==> src/rtl/rom_loader_128x8_pkg.sv <==
// Shared definitions for the program-memory loader and the memory wrappers:
// default memory geometry and the loader state encoding.
package rom_loader_128x8_pkg;

  localparam int DEF_ADDR_WIDTH = 7;
  localparam int DEF_DATA_WIDTH = 8;

  typedef enum logic [2:0] {
    ST_IDLE   = 3'd0,
    ST_LOAD   = 3'd1,
    ST_VERIFY = 3'd2,
    ST_DRAIN  = 3'd3,
    ST_CHECK  = 3'd4
  } state_t;

endpackage

==> src/rtl/rom_loader_128x8_sum.sv <==
// Clearable modular accumulator; total shows the value including this cycle's
// addend so a result can be compared in the same cycle as the final add.
module sum8_acc
  import rom_loader_128x8_pkg::*;
#(
  parameter int WIDTH = DEF_DATA_WIDTH
) (
  input  logic             clock,
  input  logic             reset_n,
  input  logic             clear,
  input  logic             enable,
  input  logic [WIDTH-1:0] addend,
  output logic [WIDTH-1:0] total
);

  logic [WIDTH-1:0] acc;

  always_comb begin
    total = acc;
    if (clear) begin
      total = '0;
    end else if (enable) begin
      total = acc + addend;
    end
  end

  always_ff @(posedge clock or negedge reset_n) begin
    if (!reset_n) begin
      acc <= '0;
    end else begin
      acc <= total;
    end
  end

endmodule

==> src/rtl/rom_loader_128x8.sv <==
// Program-memory loader: streams bytes into port 0, reads them back and checks
// the modular checksum. Port 0 is only meaningful while busy is high.
module rom_loader_128x8
  import rom_loader_128x8_pkg::*;
#(
  parameter int MEM_ADDR_WIDTH = DEF_ADDR_WIDTH,
  parameter int MEM_DATA_WIDTH = DEF_DATA_WIDTH
) (
  input  logic                      clock,
  input  logic                      reset_n,
  input  logic                      start,
  input  logic                      abort,
  input  logic [MEM_ADDR_WIDTH:0]   load_len,
  input  logic [MEM_DATA_WIDTH-1:0] exp_sum,
  input  logic                      s_valid,
  input  logic [MEM_DATA_WIDTH-1:0] s_data,
  output logic                      s_ready,
  output logic [MEM_ADDR_WIDTH-1:0] address0,
  output logic [MEM_DATA_WIDTH-1:0] data_in0,
  output logic                      rnw0,
  input  logic [MEM_DATA_WIDTH-1:0] data_out0,
  output logic                      busy,
  output logic                      done,
  output logic                      pass,
  output logic [MEM_ADDR_WIDTH:0]   count
);

  localparam int AW = MEM_ADDR_WIDTH;
  localparam int DW = MEM_DATA_WIDTH;
  localparam logic [AW:0] MAX_LEN = {1'b1, {AW{1'b0}}};
  localparam logic [AW:0] ONE     = {{AW{1'b0}}, 1'b1};

  state_t        state;
  state_t        next_state;
  logic [AW:0]   len_q;
  logic [AW:0]   len_sat;
  logic [AW:0]   rd_idx;
  logic [DW-1:0] exp_q;
  logic          start_ok;
  logic          abort_ok;
  logic          handshake;
  logic          last_write;
  logic          last_read;
  logic          rd_pending;
  logic          rd_valid;
  logic [DW-1:0] wr_total;
  logic [DW-1:0] rd_total;

  assign len_sat    = (load_len > MAX_LEN) ? MAX_LEN : load_len;
  assign start_ok   = (state == ST_IDLE) && start;
  assign abort_ok   = (state inside {ST_LOAD, ST_VERIFY, ST_DRAIN}) && abort;
  assign busy       = (state != ST_IDLE);
  // Gating with abort keeps a byte presented alongside abort unconsumed.
  assign s_ready    = (state == ST_LOAD) && (count < len_q) && !abort;
  assign handshake  = s_valid && s_ready;
  assign last_write = handshake && ((count + ONE) == len_q);
  assign last_read  = ((rd_idx + ONE) == len_q);

  always_ff @(posedge clock or negedge reset_n) begin
    if (!reset_n) begin
      state <= ST_IDLE;
    end else begin
      state <= next_state;
    end
  end

  always_comb begin
    next_state = state;
    case (state)
      ST_IDLE: begin
        if (start_ok) begin
          next_state = (len_sat == '0) ? ST_CHECK : ST_LOAD;
        end
      end
      ST_LOAD: begin
        if (abort_ok) begin
          next_state = ST_IDLE;
        end else if (last_write) begin
          next_state = ST_VERIFY;
        end
      end
      ST_VERIFY: begin
        if (abort_ok) begin
          next_state = ST_IDLE;
        end else if (last_read) begin
          next_state = ST_DRAIN;
        end
      end
      ST_DRAIN: begin
        next_state = abort_ok ? ST_IDLE : ST_CHECK;
      end
      ST_CHECK: begin
        next_state = ST_IDLE;
      end
      default: begin
        next_state = ST_IDLE;
      end
    endcase
  end

  // Read data returns one cycle after its address, so rd_valid lags rd_pending.
  always_ff @(posedge clock or negedge reset_n) begin
    if (!reset_n) begin
      len_q      <= '0;
      exp_q      <= '0;
      count      <= '0;
      rd_idx     <= '0;
      address0   <= '0;
      data_in0   <= '0;
      rnw0       <= 1'b1;
      done       <= 1'b0;
      pass       <= 1'b0;
      rd_pending <= 1'b0;
      rd_valid   <= 1'b0;
    end else begin
      done       <= 1'b0;
      rnw0       <= 1'b1;
      rd_pending <= 1'b0;
      rd_valid   <= rd_pending && !abort_ok;
      if (start_ok) begin
        len_q  <= len_sat;
        exp_q  <= exp_sum;
        count  <= '0;
        rd_idx <= '0;
        pass   <= 1'b0;
      end
      if (abort_ok) begin
        done <= 1'b1;
        pass <= 1'b0;
      end else begin
        case (state)
          ST_LOAD: begin
            if (handshake) begin
              address0 <= count[AW-1:0];
              data_in0 <= s_data;
              rnw0     <= 1'b0;
              count    <= count + ONE;
            end
          end
          ST_VERIFY: begin
            address0   <= rd_idx[AW-1:0];
            rd_idx     <= rd_idx + ONE;
            rd_pending <= 1'b1;
          end
          ST_CHECK: begin
            done <= 1'b1;
            pass <= (rd_total == exp_q) && (rd_total == wr_total);
          end
          default: begin
          end
        endcase
      end
    end
  end

  sum8_acc #(.WIDTH(DW)) u_wr_sum (
    .clock   (clock),
    .reset_n (reset_n),
    .clear   (start_ok),
    .enable  (handshake),
    .addend  (s_data),
    .total   (wr_total)
  );

  sum8_acc #(.WIDTH(DW)) u_rd_sum (
    .clock   (clock),
    .reset_n (reset_n),
    .clear   (start_ok),
    .enable  (rd_valid),
    .addend  (data_out0),
    .total   (rd_total)
  );

endmodule
==> config.mk <==
export PLATFORM = sky130hd
export DESIGN_NAME = rom_loader_128x8
export DESIGN_NICKNAME = d
export VERILOG_FILES = /design/src/rtl/rom_loader_128x8_pkg.sv /design/src/rtl/rom_loader_128x8_sum.sv /design/src/rtl/rom_loader_128x8.sv
export SDC_FILE = /design/constraint.sdc
export NUM_CORES = 1
export LEC_CHECK = 0
export CELL_PAD_IN_SITES_DETAIL_PLACEMENT = 0
export CELL_PAD_IN_SITES_GLOBAL_PLACEMENT = 1
export CORE_ASPECT_RATIO = 1.75
export CORE_UTILIZATION = 42
export DETAILED_ROUTE_END_ITERATION = 10
export PLACE_DENSITY = 0.77
export RECOVER_POWER = 100
export SYNTH_ARGS = -nofsm -noshare
export SYNTH_HDL_FRONTEND = slang
export SYNTH_SLANG_ARGS = --single-unit
==> constraint.sdc <==
create_clock -name clock -period 3.45 [get_ports clock]
set_input_delay 0.8625 -clock clock [delete_from_list [all_inputs] [get_ports clock]]
set_output_delay 0.8625 -clock clock [all_outputs]
set_load 0.01 [all_outputs]
# Word level (Yosys, flattened, before mapping)
# Index checks and enable logic that the tools add are counted.
# op_classes
n_reduce_logical	19
bitwise_logic	1
addsub	4
eq_ne	12
muxes	32
order_cmp	2
# ops
operator	n
2-to-1 mux 8 bit	12
== test 8 bit	4
2-to-1 mux 3 bit	7
adder 8 x 1 -> 8 bit, second input constant	2
adder 8 bit	2
one-hot mux 7 bit (2 select lines)	1
one-hot mux 3 bit (4 select lines)	1
2-to-1 mux 1 bit	10
AND reduction 3 bit	3
nonzero test 3 bit	3
> comparator 8 bit, second input constant	1
logical AND 1 bit	8
zero test 8 bit	1
less-than comparator 8 bit	1
2-to-1 mux 7 bit	1
== test 3 x 2 -> 1 bit, second input constant	2
inequality test 3 bit, second input constant	2
inequality test 2 bit, second input constant	2
== test 3 x 1 -> 1 bit, second input constant	1
== test 3 bit, second input constant	1
zero test 3 bit	1
zero test 1 bit	2
nonzero test 2 bit	1
NOT 1 bit	1
# totals
word_cells	84
in_bits	37
ff_bits	71
out_inout_bits	28

# Longest topological paths before layout
# Gate-level depths: netlist (run 1).
# logic_depth
word_depth	10
mapped_depth	13
depth_no_buf	12

# Cells and area by module
# A second synthesis (run 1) with hierarchy kept.
# unflattened
hier_cells	488
area_unflattened_um2	4471.8
# by_module_without_submodules
module	area_each_um2	instances	seq_area_each_um2	cells_each
rom_loader_128x8	3149.3	1	1377.6	338
sum8_acc at u_rd_sum	663.1	1	200.2	75
sum8_acc at u_wr_sum	659.4	1	200.2	75

# Worst setup path after synthesis (run 1)
# OpenSTA, ideal clock, no wires.
# synth_path
path_kind	input to register
from	input data_out0[0]
to	register pass
t_arrival_ns	3.050
setup_slack_ns	0.326
stages	12
n_path_buf	0
t_required_ns	3.376
setup_ns	0.074
cell_sequence	ha_1 > inv_1 > fa_1 > nand2b_1 > a21oi_1 > a21o_1 > a21oi_1 > a31oi_1 > nand3_1 > or3_1 > a2111o_1 > o21ai_2
# synth_via
elab_chain_len	7
elab_cells_between_ends	8
classes_between	1 x add/sub; 2 x eq/ne; 4 x mux; 1 x reduce/logical
# synth_rtl
item	line_no	rtl
from (decl)	rom_loader_128x8.sv:21	input logic [MEM_DATA_WIDTH-1:0] data_out0,
adder 8 bit (*)	rom_loader_128x8_sum.sv:23	total = acc + addend;
2-to-1 mux 8 bit (*)	rom_loader_128x8_sum.sv:22	end else if (enable) begin
2-to-1 mux 8 bit (*)	rom_loader_128x8_sum.sv:20	if (clear) begin
net rd_total[6]	rom_loader_128x8.sv:47	logic [DW-1:0] rd_total;
== test 8 bit	rom_loader_128x8.sv:147	pass <= (rd_total == exp_q) && (rd_total == wr_total);
logical AND 1 bit (*)	rom_loader_128x8.sv:147	
2-to-1 mux 1 bit (*)	rom_loader_128x8.sv:131	case (state)
2-to-1 mux 1 bit (*)	rom_loader_128x8.sv:127	if (abort_ok) begin
to (signal assigned)	rom_loader_128x8.sv:147	
to (decl)	rom_loader_128x8.sv:24	output logic pass,
# Mark *: on every way through the listed nets, which the timed path passes. The rest lies on a longest branch.
# A chain may end at the register's enable or synchronous reset.

# Final worst setup path (run 1)
# layout_path
from	input abort
to	register pass
# layout_via
elab_chain_len	9
elab_cells_between_ends	11
classes_between	1 x eq/ne; 4 x mux; 6 x reduce/logical
# layout_rtl
item	line_no	rtl
from (decl)	rom_loader_128x8.sv:12	input logic abort,
zero test 1 bit	rom_loader_128x8.sv:54	assign s_ready = (state == ST_LOAD) && (count < len_q) && !abort;
logical AND 1 bit	rom_loader_128x8.sv:54	
logical AND 1 bit	rom_loader_128x8.sv:55	assign handshake = s_valid && s_ready;
2-to-1 mux 8 bit	rom_loader_128x8_sum.sv:22	
2-to-1 mux 8 bit	rom_loader_128x8_sum.sv:20	
net u_wr_sum.total[7]	rom_loader_128x8_sum.sv:13	output logic [WIDTH-1:0] total
== test 8 bit	rom_loader_128x8.sv:147	
logical AND 1 bit	rom_loader_128x8.sv:147	
2-to-1 mux 1 bit	rom_loader_128x8.sv:131	
2-to-1 mux 1 bit	rom_loader_128x8.sv:127	
# The timed path passes the listed nets, and every way through them passes these cells.

==> summary.log, run 1 <==
[run_status] status complete, but fails checks
[run_status] violated checks capacitance limit, slew limit
[detailed_routing] number of detailed-route iterations in the first pass 4
[yosys] combined area of all synthesized cells 4342 um^2
[clock_network] Clk Latency, worst-skew pair 0.33 ns
[setup_path] Buf+Inv Stages, Crit Path 3
[yosys] gate count after technology mapping 462
[hold_path] number of stages on the worst hold path 1
[layout] area growth from synthesis to layout 31.15%
[sta] clock tree skew after final layout 0.005613 ns
[yosys] mux contribution to synthesized area 0.07147
[yosys] synthesized flop and latch total 71
[placement] number of buffer cells added on primary ports 64
[global_route] pin count of the biggest net entering global routing 44
[yosys] count of different cell masters after synthesis 56
[setup_path] cell with the most instances on the worst path nor2_1
[yosys] post-synthesis simple-gate area fraction 0.1870
[yosys] number of warnings printed during yosys synthesis 0
[yosys] Most used DFF post-synth dfrtp_1
[clock_network] Post-CTS Hold Buffers 0
[detailed_routing] DR WL/cell 16.58 um
[sta] Setup Total Neg Slack 0 ns
[power_and_ir_drop] peak ir drop on the vdd network 0.4044 mV
[yosys] syn_area_per_cell 9.398 um^2
[setup_path] category of cells accounting for the largest share of critical-path delay buffers and inverters
[detailed_routing] DRC Markers 0
[sta] final clock period utilization by the worst path 0.9645
[hold_path] classification of the worst-slack hold path reg2reg
[setup_path] slowest stage cell on the critical path clkdlybuf4s50_1
[placement] weighted congestion at the end of routability-driven global placement 0.8300
[global_route] GRT Resource Usage Total 0.2272
[layout] final design area excluding fillers 5694 um^2
[setup_path] data arrival at the endpoint of the critical path 3.54 ns
[yosys] adder-cell share of the synthesized area 0.07839
[global_route] Congestion Overflow GR 0
[clock_network] maximum root-to-sink buffer count 2
[yosys] post-synthesis xor/xnor area fraction 0.07867
[global_route] wire length of the first global-routing pass 18,410 um
[layout] final design utilization 0.5712
[setup_path] startpoint types input port
[yosys] portion of the post-synthesis area used by sequential elements 0.4095
[placement] post-detail-place hpwl 8656 um
[setup_path] depth of the worst register-to-register path 13
[yosys] biggest area consumer among synthesized cells dfrtp_1
[sta] Max Slew Vio Count 30
[setup_path] capturing point of the worst reg2reg path pass$_DFFE_PN0P_
[hold_path] Hold EP rd_valid$_DFF_PN0_
[sta] highest achievable clock rate 0.3005 GHz
[yosys] largest cells by area after synthesis dfrtp_1, ha_1, mux2i_1
[global_route] antenna violations before repair 0
[die] width of the die 78.86 um
[power_and_ir_drop] Static Leak 2.597 nW
[setup_path] slowest stage delay, CP 0.49 ns
[sta] Final Critical Period 3.327 ns
[sta] unrepaired setup endpoints after global routing no
[detailed_routing] WL final 11,440 um
[hold_path] Hold Path Origin rd_pending$_DFF_PN0_
[detailed_routing] antenna violation net count after detailed routing 0
[sta] number of setup violations in the final report 0
[detailed_routing] vias 3,721
[clock_network] Reg clk slew, reported paths 0.06 ns
[setup_path] maximum fanout encountered on the critical timing path 27
[sta] Slew @ Worst Pin 1.572 ns
[clock_network] number of buffers inserted during clock tree synthesis 9
[sta] min setup slack post-route 0.1226 ns
[setup_path] WS Path Type in2reg
[setup_path] flop-to-flop setup slack 0.42 ns
[yosys] number of synthesized flops with an enable pin 0
[job] number of max-capacitance violations reported 1
[setup_path] R2R Path Start len_q[1]$_DFFE_PN0P_
[layout] fraction of final layout cells with drive strength greater than 1 0.1257
[clock_network] htree depth 3
[sta] number of hold-slack violations in the final timing report 0
[setup_path] data required time of the critical path 3.67 ns
[yosys] combinational family with the most area after synthesis simple AND/OR/NAND/NOR gates
[yosys] asr flop ratio synth 1.000
[detailed_routing] ratio of routed vias to standard cells 5.393
[clock_network] cell chosen for the clock root clkbuf_16
[power_and_ir_drop] Power per Cell Area 829.3 nW/um^2
[yosys] Synthesized Nets 525
[setup_path] type of destination of the critical path flip-flop
[die] total I/O pin count 65
[sta] normalized max-slew margin -0.04831
[die] number of standard-cell rows in the floorplan 48
[layout] number of nets in the layout 623
[yosys] share of the synthesized area in the top cell type 0.4035
[clock_network] clock tree from TritonCTS done
[detailed_routing] count of routing violations after the opening detailed-route iteration 138
[die] Total Die Area 10,760 um^2
[die] starting density of the core 0.4355
[die] standard cell core area 9970 um^2
[clock_network] Num Clock Sinks 71
[global_route] number of global-route vias before repair 3,705
[placement] cell area after placement 5343 um^2
[setup_path] crit path cell chain clkdlybuf4s50_1, nor4b_4, nand3_1, o31ai_4, nand2_1, buf_4, nor2_1, nor2_1, a31oi_1, clkbuf_1, mux2i_1, o21ai_2
[power_and_ir_drop] Power, Total 4.722 mW
[layout] number of diodes 0
[placement] setup slack after placement -0.3019 ns
[die] die outline height 136.5 um
[yosys] fraction of the mapped netlist area in compound gates 0.1354
-- what timing repair did --
| action | CTS | global route |
|---|---|---|
| resized for setup | 1 | 11 |
| hold endpoints to repair | 0 | 0 |
| pin swaps | 0 | 6 |
| buffers inserted | 0 | 2 |
| gates cloned | 0 | 0 |
| setup endpoints to repair | 1 | 1 |
-- placed cells by master, fill, tap and decap left out, types with 2 or more instances in the layout --
master	n
nand2_1	50
a21o_1	3
and2_1	7
clkdlybuf4s50_1	34
a31oi_1	3
a21oi_1	19
clkbuf_2	2
o21ai_2	2
and3_1	5
o211ai_1	4
nand4_1	2
dfrtp_1	70
buf_4	28
dlygate4sd3_1	28
nand3_1	34
nand4b_1	2
ha_1	22
nor4_1	3
nand2b_1	2
nor3_1	8
mux2_2	8
nor2_1	32
clkbuf_16	9
nand3b_1	7
o41ai_1	4
ha_2	2
o21ai_0	35
xnor2_1	20
bufinv_16	3
mux2i_1	22
nor2b_1	4
fa_2	2
clkbuf_1	9
inv_1	23
clkbuf_8	2
xor2_1	19
o31ai_1	8
-- report_power, final --
part / total (mW) / switching [mW] / leakage (nW) / internal [mW]
sequential: 1.41 / 0.274 / 0.922 / 1.14
clock: 1.10 / 0.352 / 0.176 / 0.745
combinational: 2.21 / 1.16 / 1.50 / 1.06
-- cell type report --
class	count	area (um^2)
fill	942	4275
multi-input combinational	351	2422
sequential	71	1778
timing repair buffer	103	890.9
clock buffer	11	252.7
tap	125	156.4
clock inverter	5	103.9
inverter	24	90.09
-- kinds of logic (layout without fill, tap and decap cells) --
group,after synthesis,after routing
DFF,71,71
xor gates and xnor gates,39,39
muxes,30,30
buffers and inverters,40,143
adders and majority gates,26,26
and+or+nand+nor,164,164
AOI/OAI and AO/OA,92,92
-- state kept, by name (all words and copies together), names as in the netlist --
signal	cells
rd_idx	8
rd_pending	1
data_in0	8
u_rd_sum.acc	8
address0	7
len_q	8
state	3
count	8
rnw0	1
exp_q	8
rd_valid	1
u_wr_sum.acc	8
pass	1
done	1
-- worst register-to-register path, stage by stage (launching register included) --
cell,delay (ns)
dfrtp_1,0.43
inv_1,0.09
ha_1,0.28
nor2b_1,0.13
o2111a_1,0.26
o31ai_4,0.32
nand2_1,0.25
buf_4,0.30
nor2_1,0.13
nor2_1,0.04
a31oi_1,0.13
clkbuf_1,0.20
mux2i_1,0.27
o21ai_2,0.08
-- how the worst max path moves through the flow --
stage / startpoint / endpoint / depth (start not counted)
global placement: data_out0[0] / pass$_DFFE_PN0P_ / 13
CTS: data_out0[0] / pass$_DFFE_PN0P_ / 13
finish: abort / pass$_DFFE_PN0P_ / 12
global route: abort / pass$_DFFE_PN0P_ / 12
floorplan: data_out0[0] / pass$_DFFE_PN0P_ / 12
detailed placement: data_out0[0] / pass$_DFFE_PN0P_ / 13
-- cell usage after synthesis (all sizes together) (2+ instances only) --
master / instances
nand3b: 7
o41ai: 4
nor3: 9
mux2: 8
buf: 6
o31ai: 9
dfrtp: 70
inv: 23
nand4: 2
mux2i: 22
fa: 2
nand2b: 3
nand3: 34
xnor2: 20
a31oi: 3
o21ai: 37
o211ai: 4
xor2: 19
and3: 5
a21o: 3
nand4b: 2
clkbuf: 10
nor4: 3
and2: 7
nor2b: 4
a21oi: 20
a211oi: 2
ha: 24
nand2: 51
nor2: 32
-- routing by layer --
metal,vias to the layer above,routed length (um),global-route usage
li1,1824,-,-
met1,1791,4360,0.2384
met2,80,6366,0.4290
met3,26,336,0.03933
met4,0,375,0.1091
met5,-,0,0
-- through the flow --
stage          std cells  hold slack [ns]
2_1_floorplan        462           0.4385
3_3_place_gp         672           0.4466
4_1_cts              688           0.4663
6_report             690           0.4641
3_5_place_dp         672           0.4535
5_1_grt              690           0.4747
(Power assumes the default switching activity.)
==> inputs of run 2 (changes only) <==
Settings changed: CELL_PAD_IN_SITES_DETAIL_PLACEMENT 0 to 2, CELL_PAD_IN_SITES_GLOBAL_PLACEMENT 1 to 2, CORE_UTILIZATION 42 to 34, PLACE_DENSITY 0.77 to 0.76, SKIP_LAST_GASP from default to 1.
==> run 2 against run 1 <==
Against the previous run:
- the run still ends with capacitance limit, slew limit left
- sequential share of layout area is 0.27 points lower
- clock power is 14% lower
- power is 1.2% higher
- sequential power hardly changed
- die area is 23% higher
- count of clock-buffer cells in the layout is 2 higher
- core utilization is 11 points lower
- final area is 0.86% higher
- register-to-register slack worse by 0.14 ns
==> summary.log, run 2 (synthesis gave the netlist of run 1 again) <==
[setup_path] WS Path Type in2reg
[sta] normalized max-slew margin -0.2301
[power_and_ir_drop] Power per Cell Area 832.2 nW/um^2
[layout] most frequent standard cell in the layout excluding fill and tap cells dfrtp_1
[clock_network] Num Clock Sinks 71
[sta] Final Critical Period 3.431 ns
[detailed_routing] ratio of routed vias to standard cells 5.342
[detailed_routing] DR WL/cell 20.50 um
[clock_network] number of buffers inserted during clock tree synthesis 9
[setup_path] startpoint types input port
[sta] unrepaired setup endpoints after global routing yes
[global_route] number of global-route vias before repair 4,494
[global_route] antenna violations before repair 0
[detailed_routing] number of detailed-route iterations in the first pass 4
[setup_path] flop-to-flop setup slack 0.28 ns
[layout] number of non-filler instances in the completed layout 736
[detailed_routing] count of routing violations after the opening detailed-route iteration 93
[clock_network] cell chosen for the clock root clkbuf_16
[power_and_ir_drop] peak ir drop on the vdd network 0.3123 mV
[clock_network] Reg clk slew, reported paths 0.06 ns
[job] number of max-capacitance violations reported 2
[die] Total Die Area 13,240 um^2
[layout] number of nets in the layout 626
[die] width of the die 87.42 um
[run_status] violated checks capacitance limit, slew limit
[clock_network] maximum root-to-sink buffer count 2
[die] total I/O pin count 65
[detailed_routing] vias 3,932
[setup_path] data arrival at the endpoint of the critical path 3.70 ns
[placement] post-detail-place hpwl 11,460 um
[sta] number of setup violations in the final report 0
[die] die outline height 151.5 um
[power_and_ir_drop] Power, Total 4.779 mW
[layout] commonest cells after routing, fill and taps aside dfrtp_1, nand2_1, clkdlybuf4s50_1
[global_route] Congestion Overflow GR 0
[power_and_ir_drop] Static Leak 2.609 nW
[detailed_routing] antenna violation net count after detailed routing 0
[layout] area growth from synthesis to layout 32.28%
[placement] number of buffer cells added on primary ports 64
[die] standard cell core area 12,430 um^2
[sta] number of hold-slack violations in the final timing report 0
[die] starting density of the core 0.3492
[setup_path] data required time of the critical path 3.71 ns
[clock_network] htree depth 3
[hold_path] classification of the worst-slack hold path reg2reg
[detailed_routing] DRC Markers 0
[placement] weighted congestion at the end of routability-driven global placement 0.8260
[global_route] GRT Resource Usage Total 0.2426
[layout] number of diodes 0
[clock_network] clock tree from TritonCTS done
[die] number of standard-cell rows in the floorplan 54
[global_route] wire length of the first global-routing pass 23,630 um
[sta] highest achievable clock rate 0.2915 GHz
[global_route] pin count of the biggest net entering global routing 33
[layout] fraction of final layout cells with drive strength greater than 1 0.1338
[placement] number of cells after detailed placement 717
[setup_path] type of destination of the critical path flip-flop
[clock_network] Post-CTS Hold Buffers 0
[sta] Max Slew Vio Count 63
[setup_path] maximum fanout encountered on the critical timing path 2
[sta] final clock period utilization by the worst path 0.9945
[detailed_routing] WL final 15,090 um
[sta] clock tree skew after final layout 0.006972 ns
[clock_network] Clk Latency, worst-skew pair 0.34 ns
[run_status] status complete, but fails checks
[sta] Slew @ Worst Pin 1.845 ns
run 2: cell types whose count changed in the layout (fill, tap and decap cells not counted), sizes merged:
cell           before  now
buf                28   33
bufinv              3    1
clkdlybuf4s50      34   36
clkinv              3    2
clkinvlp            0    1
dlygate4sd3        28   25
dlymetal6s2s        0    1
run 2: stage by stage:
stage                     cell area, um^2  hold WS, ns    util  TNS (ns)  worst slack (ns)
after global routing                 5743       0.4945  0.4620  -0.06230          -0.06230
after detailed placement             5399       0.4776  0.4343    -1.896           -0.4162
after global placement               5399       0.4540  0.4343   -0.8193           -0.2718
after floorplan                      4342       0.4385       -         0            0.3262
final                                5743       0.4833  0.4620         0           0.01911
after CTS                            5724       0.3957  0.4604  -0.02632          -0.02632
run 2: layout make-up:
class	instances	area (um^2)
Sequential cell	71	1778
Tap cell	168	210.2
Multi-Input combinational cell	351	2455
Clock inverter	3	42.54
Clock buffer	13	250.2
Timing Repair Buffer	106	917.1
Fill cell	1368	6689
Inverter	24	90.09
run 2: per-layer routing:
| layer | vias up | share of wire | routed length (um) | track usage |
|---|---|---|---|---|
| li1 | 1831 | - | - | - |
| met1 | 1990 | 0.35 | 5221 | 0.2286 |
| met2 | 78 | 0.60 | 9033 | 0.4922 |
| met3 | 33 | 0.021 | 310 | 0.02979 |
| met4 | 0 | 0.035 | 525 | 0.1221 |
| met5 | - | 0 | 0 | 0 |
run 2: path summary, 6_finish.rpt:
kind                                      start                      end  cells after the start
hold / removal             rd_pending$_DFF_PN0_       rd_valid$_DFF_PN0_                      1
min in group asynchronous               reset_n      rd_idx[2]$_DFF_PN0_                      1
hold reg to reg            rd_pending$_DFF_PN0_       rd_valid$_DFF_PN0_                      1
max in group asynchronous               reset_n  data_in0[5]$_DFFE_PN0P_                      2
setup / recovery                   data_out0[0]         pass$_DFFE_PN0P_                     13
setup reg to reg            rd_idx[0]$_DFF_PN0_     state[1]$_DFFE_PN0P_                      9
run 2: report_power, final:
part           leakage (nW)  internal, mW  switching, mW
clock network         0.140         0.580          0.369
registers             0.922          1.14          0.280
logic                  1.55          1.10           1.31
total                  2.61          2.82           1.96
run 2: timing repair:
item	CTS	global route
resized for setup	8	10
endpoints found under the setup margin	4	4
setup buffers	2	1
pin swaps	3	8
run 2: critical path, stage by stage:
cell             delay (ns)
clkdlybuf4s50_1        0.46
ha_2                   0.17
inv_1                  0.05
fa_2                   0.36
nand2b_4               0.15
a21oi_2                0.17
a21o_1                 0.16
a21oi_1                0.08
a31oi_1                0.19
nand3_1                0.12
or3_1                  0.36
a2111o_1               0.43
o21ai_2                0.12
==> inputs of run 3 (changes only) <==
Settings changed: GPL_TIMING_DRIVEN from default to 0, TNS_END_PERCENT from default to 100.
==> run 3 against run 2 <==
Against the previous run:
- the run now ends clean
- count of clock-buffer cells in the layout unchanged
- setup slack improved by 0.087 ns
- final area shrank 2.2%
- sequential share of layout area up 0.70 points
- maximum frequency up 2.6%
- core utilization is 1.0 points lower
- largest power group unchanged
==> summary.log, run 3 (synthesis gave the netlist of run 1 again) <==
[run_status] status finished, final reports clean
[placement] cell area after placement 5218 um^2
[clock_network] maximum root-to-sink buffer count 2
[setup_path] crit path cell chain dlygate4sd2_1, nor4b_4, buf_4, nand3_1, o31ai_4, buf_4, nand2_2, buf_6, mux2i_1, a211oi_2, o211ai_1, a2111o_1, o21ai_2
[detailed_routing] vias 3,839
[die] width of the die 87.42 um
[global_route] number of global-route vias before repair 4,378
[layout] number of nets in the layout 606
[sta] number of hold-slack violations in the final timing report 0
[layout] number of diodes 0
[detailed_routing] number of detailed-route iterations in the first pass 4
[layout] most frequent standard cell in the layout excluding fill and tap cells dfrtp_1
[die] Total Die Area 13,240 um^2
[die] starting density of the core 0.3492
[detailed_routing] antenna violation net count after detailed routing 0
[job] number of max-capacitance violations reported 0
[setup_path] WS Path Type in2reg
[power_and_ir_drop] peak ir drop on the vdd network 0.3513 mV
[setup_path] type of destination of the critical path flip-flop
[setup_path] Buf+Inv Stages, Crit Path 4
[placement] weighted congestion at the end of routability-driven global placement 0.8118
[layout] commonest cells after routing, fill and taps aside dfrtp_1, nand2_1, o21ai_0, nand3_1, clkdlybuf4s50_1
[setup_path] R2R Path Start count[1]$_DFF_PN0_
[clock_network] Reg clk slew, reported paths 0.06 ns
[clock_network] Num Clock Sinks 71
[layout] fraction of final layout cells with drive strength greater than 1 0.09854
[power_and_ir_drop] Static Leak 2.508 nW
[setup_path] depth of the worst register-to-register path 12
[clock_network] cell chosen for the clock root clkbuf_16
[sta] normalized max-slew margin 0.1036
[detailed_routing] WL final 14,470 um
[layout] final design area excluding fillers 5615 um^2
[sta] Slew @ Worst Pin 1.345 ns
[sta] clock tree skew after final layout 0.009117 ns
[setup_path] startpoint types input port
[setup_path] cell with the most instances on the worst path buf_4
[global_route] wire length of the first global-routing pass 23,270 um
[setup_path] category of cells accounting for the largest share of critical-path delay compound AO/OA/AOI/OAI gates
[detailed_routing] DRC Markers 0
[detailed_routing] DR WL/cell 20.21 um
[setup_path] slowest stage delay, CP 0.43 ns
[placement] number of cells after detailed placement 695
[sta] number of setup violations in the final report 0
[hold_path] Hold Path Origin rd_pending$_DFF_PN0_
[hold_path] Hold EP rd_valid$_DFF_PN0_
[die] total I/O pin count 65
[detailed_routing] ratio of routed vias to standard cells 5.362
[sta] Max Slew Vio Count 0
[global_route] GRT Resource Usage Total 0.2369
[die] standard cell core area 12,430 um^2
[clock_network] htree depth 3
[layout] number of non-filler instances in the completed layout 716
[die] number of standard-cell rows in the floorplan 54
[die] die outline height 151.5 um
[layout] area growth from synthesis to layout 29.34%
[setup_path] data required time of the critical path 3.72 ns
[setup_path] WP depth 13
[placement] post-detail-place hpwl 10,980 um
[detailed_routing] count of routing violations after the opening detailed-route iteration 105
[hold_path] classification of the worst-slack hold path reg2reg
[sta] final clock period utilization by the worst path 0.9692
[clock_network] clock tree from TritonCTS done
[setup_path] slowest stage cell on the critical path a2111o_1
[clock_network] number of buffers inserted during clock tree synthesis 9
[sta] highest achievable clock rate 0.2991 GHz
[setup_path] capturing point of the worst reg2reg path pass$_DFFE_PN0P_
[global_route] antenna violations before repair 0
[layout] filler cell count 1,369
[sta] Final Critical Period 3.344 ns
[global_route] Congestion Overflow GR 0
[setup_path] flop-to-flop setup slack 0.22 ns
[setup_path] maximum fanout encountered on the critical timing path 10
[global_route] pin count of the biggest net entering global routing 49
[sta] worst hold margin 0.4787 ns
[clock_network] Clk Latency, worst-skew pair 0.34 ns
[setup_path] data arrival at the endpoint of the critical path 3.61 ns
[power_and_ir_drop] Power per Cell Area 841.9 nW/um^2
[placement] number of buffer cells added on primary ports 64
[hold_path] number of stages on the worst hold path 1
[run 3: changes by cell type in the layout (fill, tap and decap cells not counted), sizes merged, moves of 2 or more]
cell	delta
buf	-26
clkbuf	+6
clkdlybuf4s50	-4
dlygate4sd3	+2
[run 3: worst register-to-register path: stages, from the launching register on]
cell,delay (ns)
dfrtp_1,0.49
ha_1,0.33
nor2b_1,0.13
o2111a_1,0.25
o31ai_4,0.30
buf_4,0.19
nand2_2,0.08
buf_6,0.18
mux2i_1,0.21
a211oi_2,0.29
o211ai_1,0.14
a2111o_1,0.43
o21ai_2,0.14
[run 3: final cells by class]
| class | instances | area [um^2] | area share |
|---|---|---|---|
| multi-input combinational | 351 | 2460 | 0.4381 |
| sequential | 71 | 1778 | 0.3166 |
| timing repair buffer | 70 | 675.6 | 0.1203 |
| clock buffer | 13 | 260.3 | 0.04635 |
| tap | 168 | 210.2 | 0.03743 |
| inverter | 24 | 90.09 | 0.01604 |
| buffer | 16 | 76.32 | 0.01359 |
| clock inverter | 3 | 65.06 | 0.01159 |
[run 3: report_power, final]
group	switching (mW)	leakage [nW]	total, mW	internal (mW)
Clock	0.371	0.160	1.04	0.673
Combinational	1.30	1.43	2.28	0.984
Sequential	0.264	0.922	1.40	1.14
Total	1.94	2.51	4.73	2.79
[run 3: repair_timing]
action,CTS,global route
setup buffers,4,1
pin swaps,6,14
hold buffers,0,0
endpoints found under the setup margin,4,3
gates resized for setup,8,15
[run 3: layer usage]
layer,routed length [um],share of wire,track usage,vias to the layer above
met2,8530,0.59,0.4633,70
met3,338,0.023,0.03467,31
li1,-,-,-,1798
met5,0,0,0,-
met4,472,0.033,0.1033,0
met1,5126,0.35,0.2419,1940
[run 3: worst max path at each step]
stage / from / end / slack (ns)
finish: abort / pass$_DFFE_PN0P_ / 0.11
global route: data_out0[1] / pass$_DFFE_PN0P_ / -0.03
CTS: data_out0[0] / pass$_DFFE_PN0P_ / 0.006
detailed placement: data_out0[0] / pass$_DFFE_PN0P_ / -0.51
global placement: reset_n / data_in0[4]$_DFFE_PN0P_ / -1.17
floorplan: data_out0[0] / pass$_DFFE_PN0P_ / 0.33
[run 3: metrics by stage]
| step | TNS [ns] | power [mW] | setup WS, ns | utilization |
|---|---|---|---|---|
| after floorplan | 0 | 2.788 | 0.3262 | - |
| after global placement | -85.45 | 3.537 | -1.169 | 0.4177 |
| after detailed placement | -5.987 | 3.662 | -0.5088 | 0.4197 |
| after CTS | 0 | 4.794 | 0.005529 | 0.4492 |
| after global routing | -0.02518 | 5.057 | -0.02518 | 0.4517 |
| final | 0 | 4.728 | 0.1062 | 0.4517 |
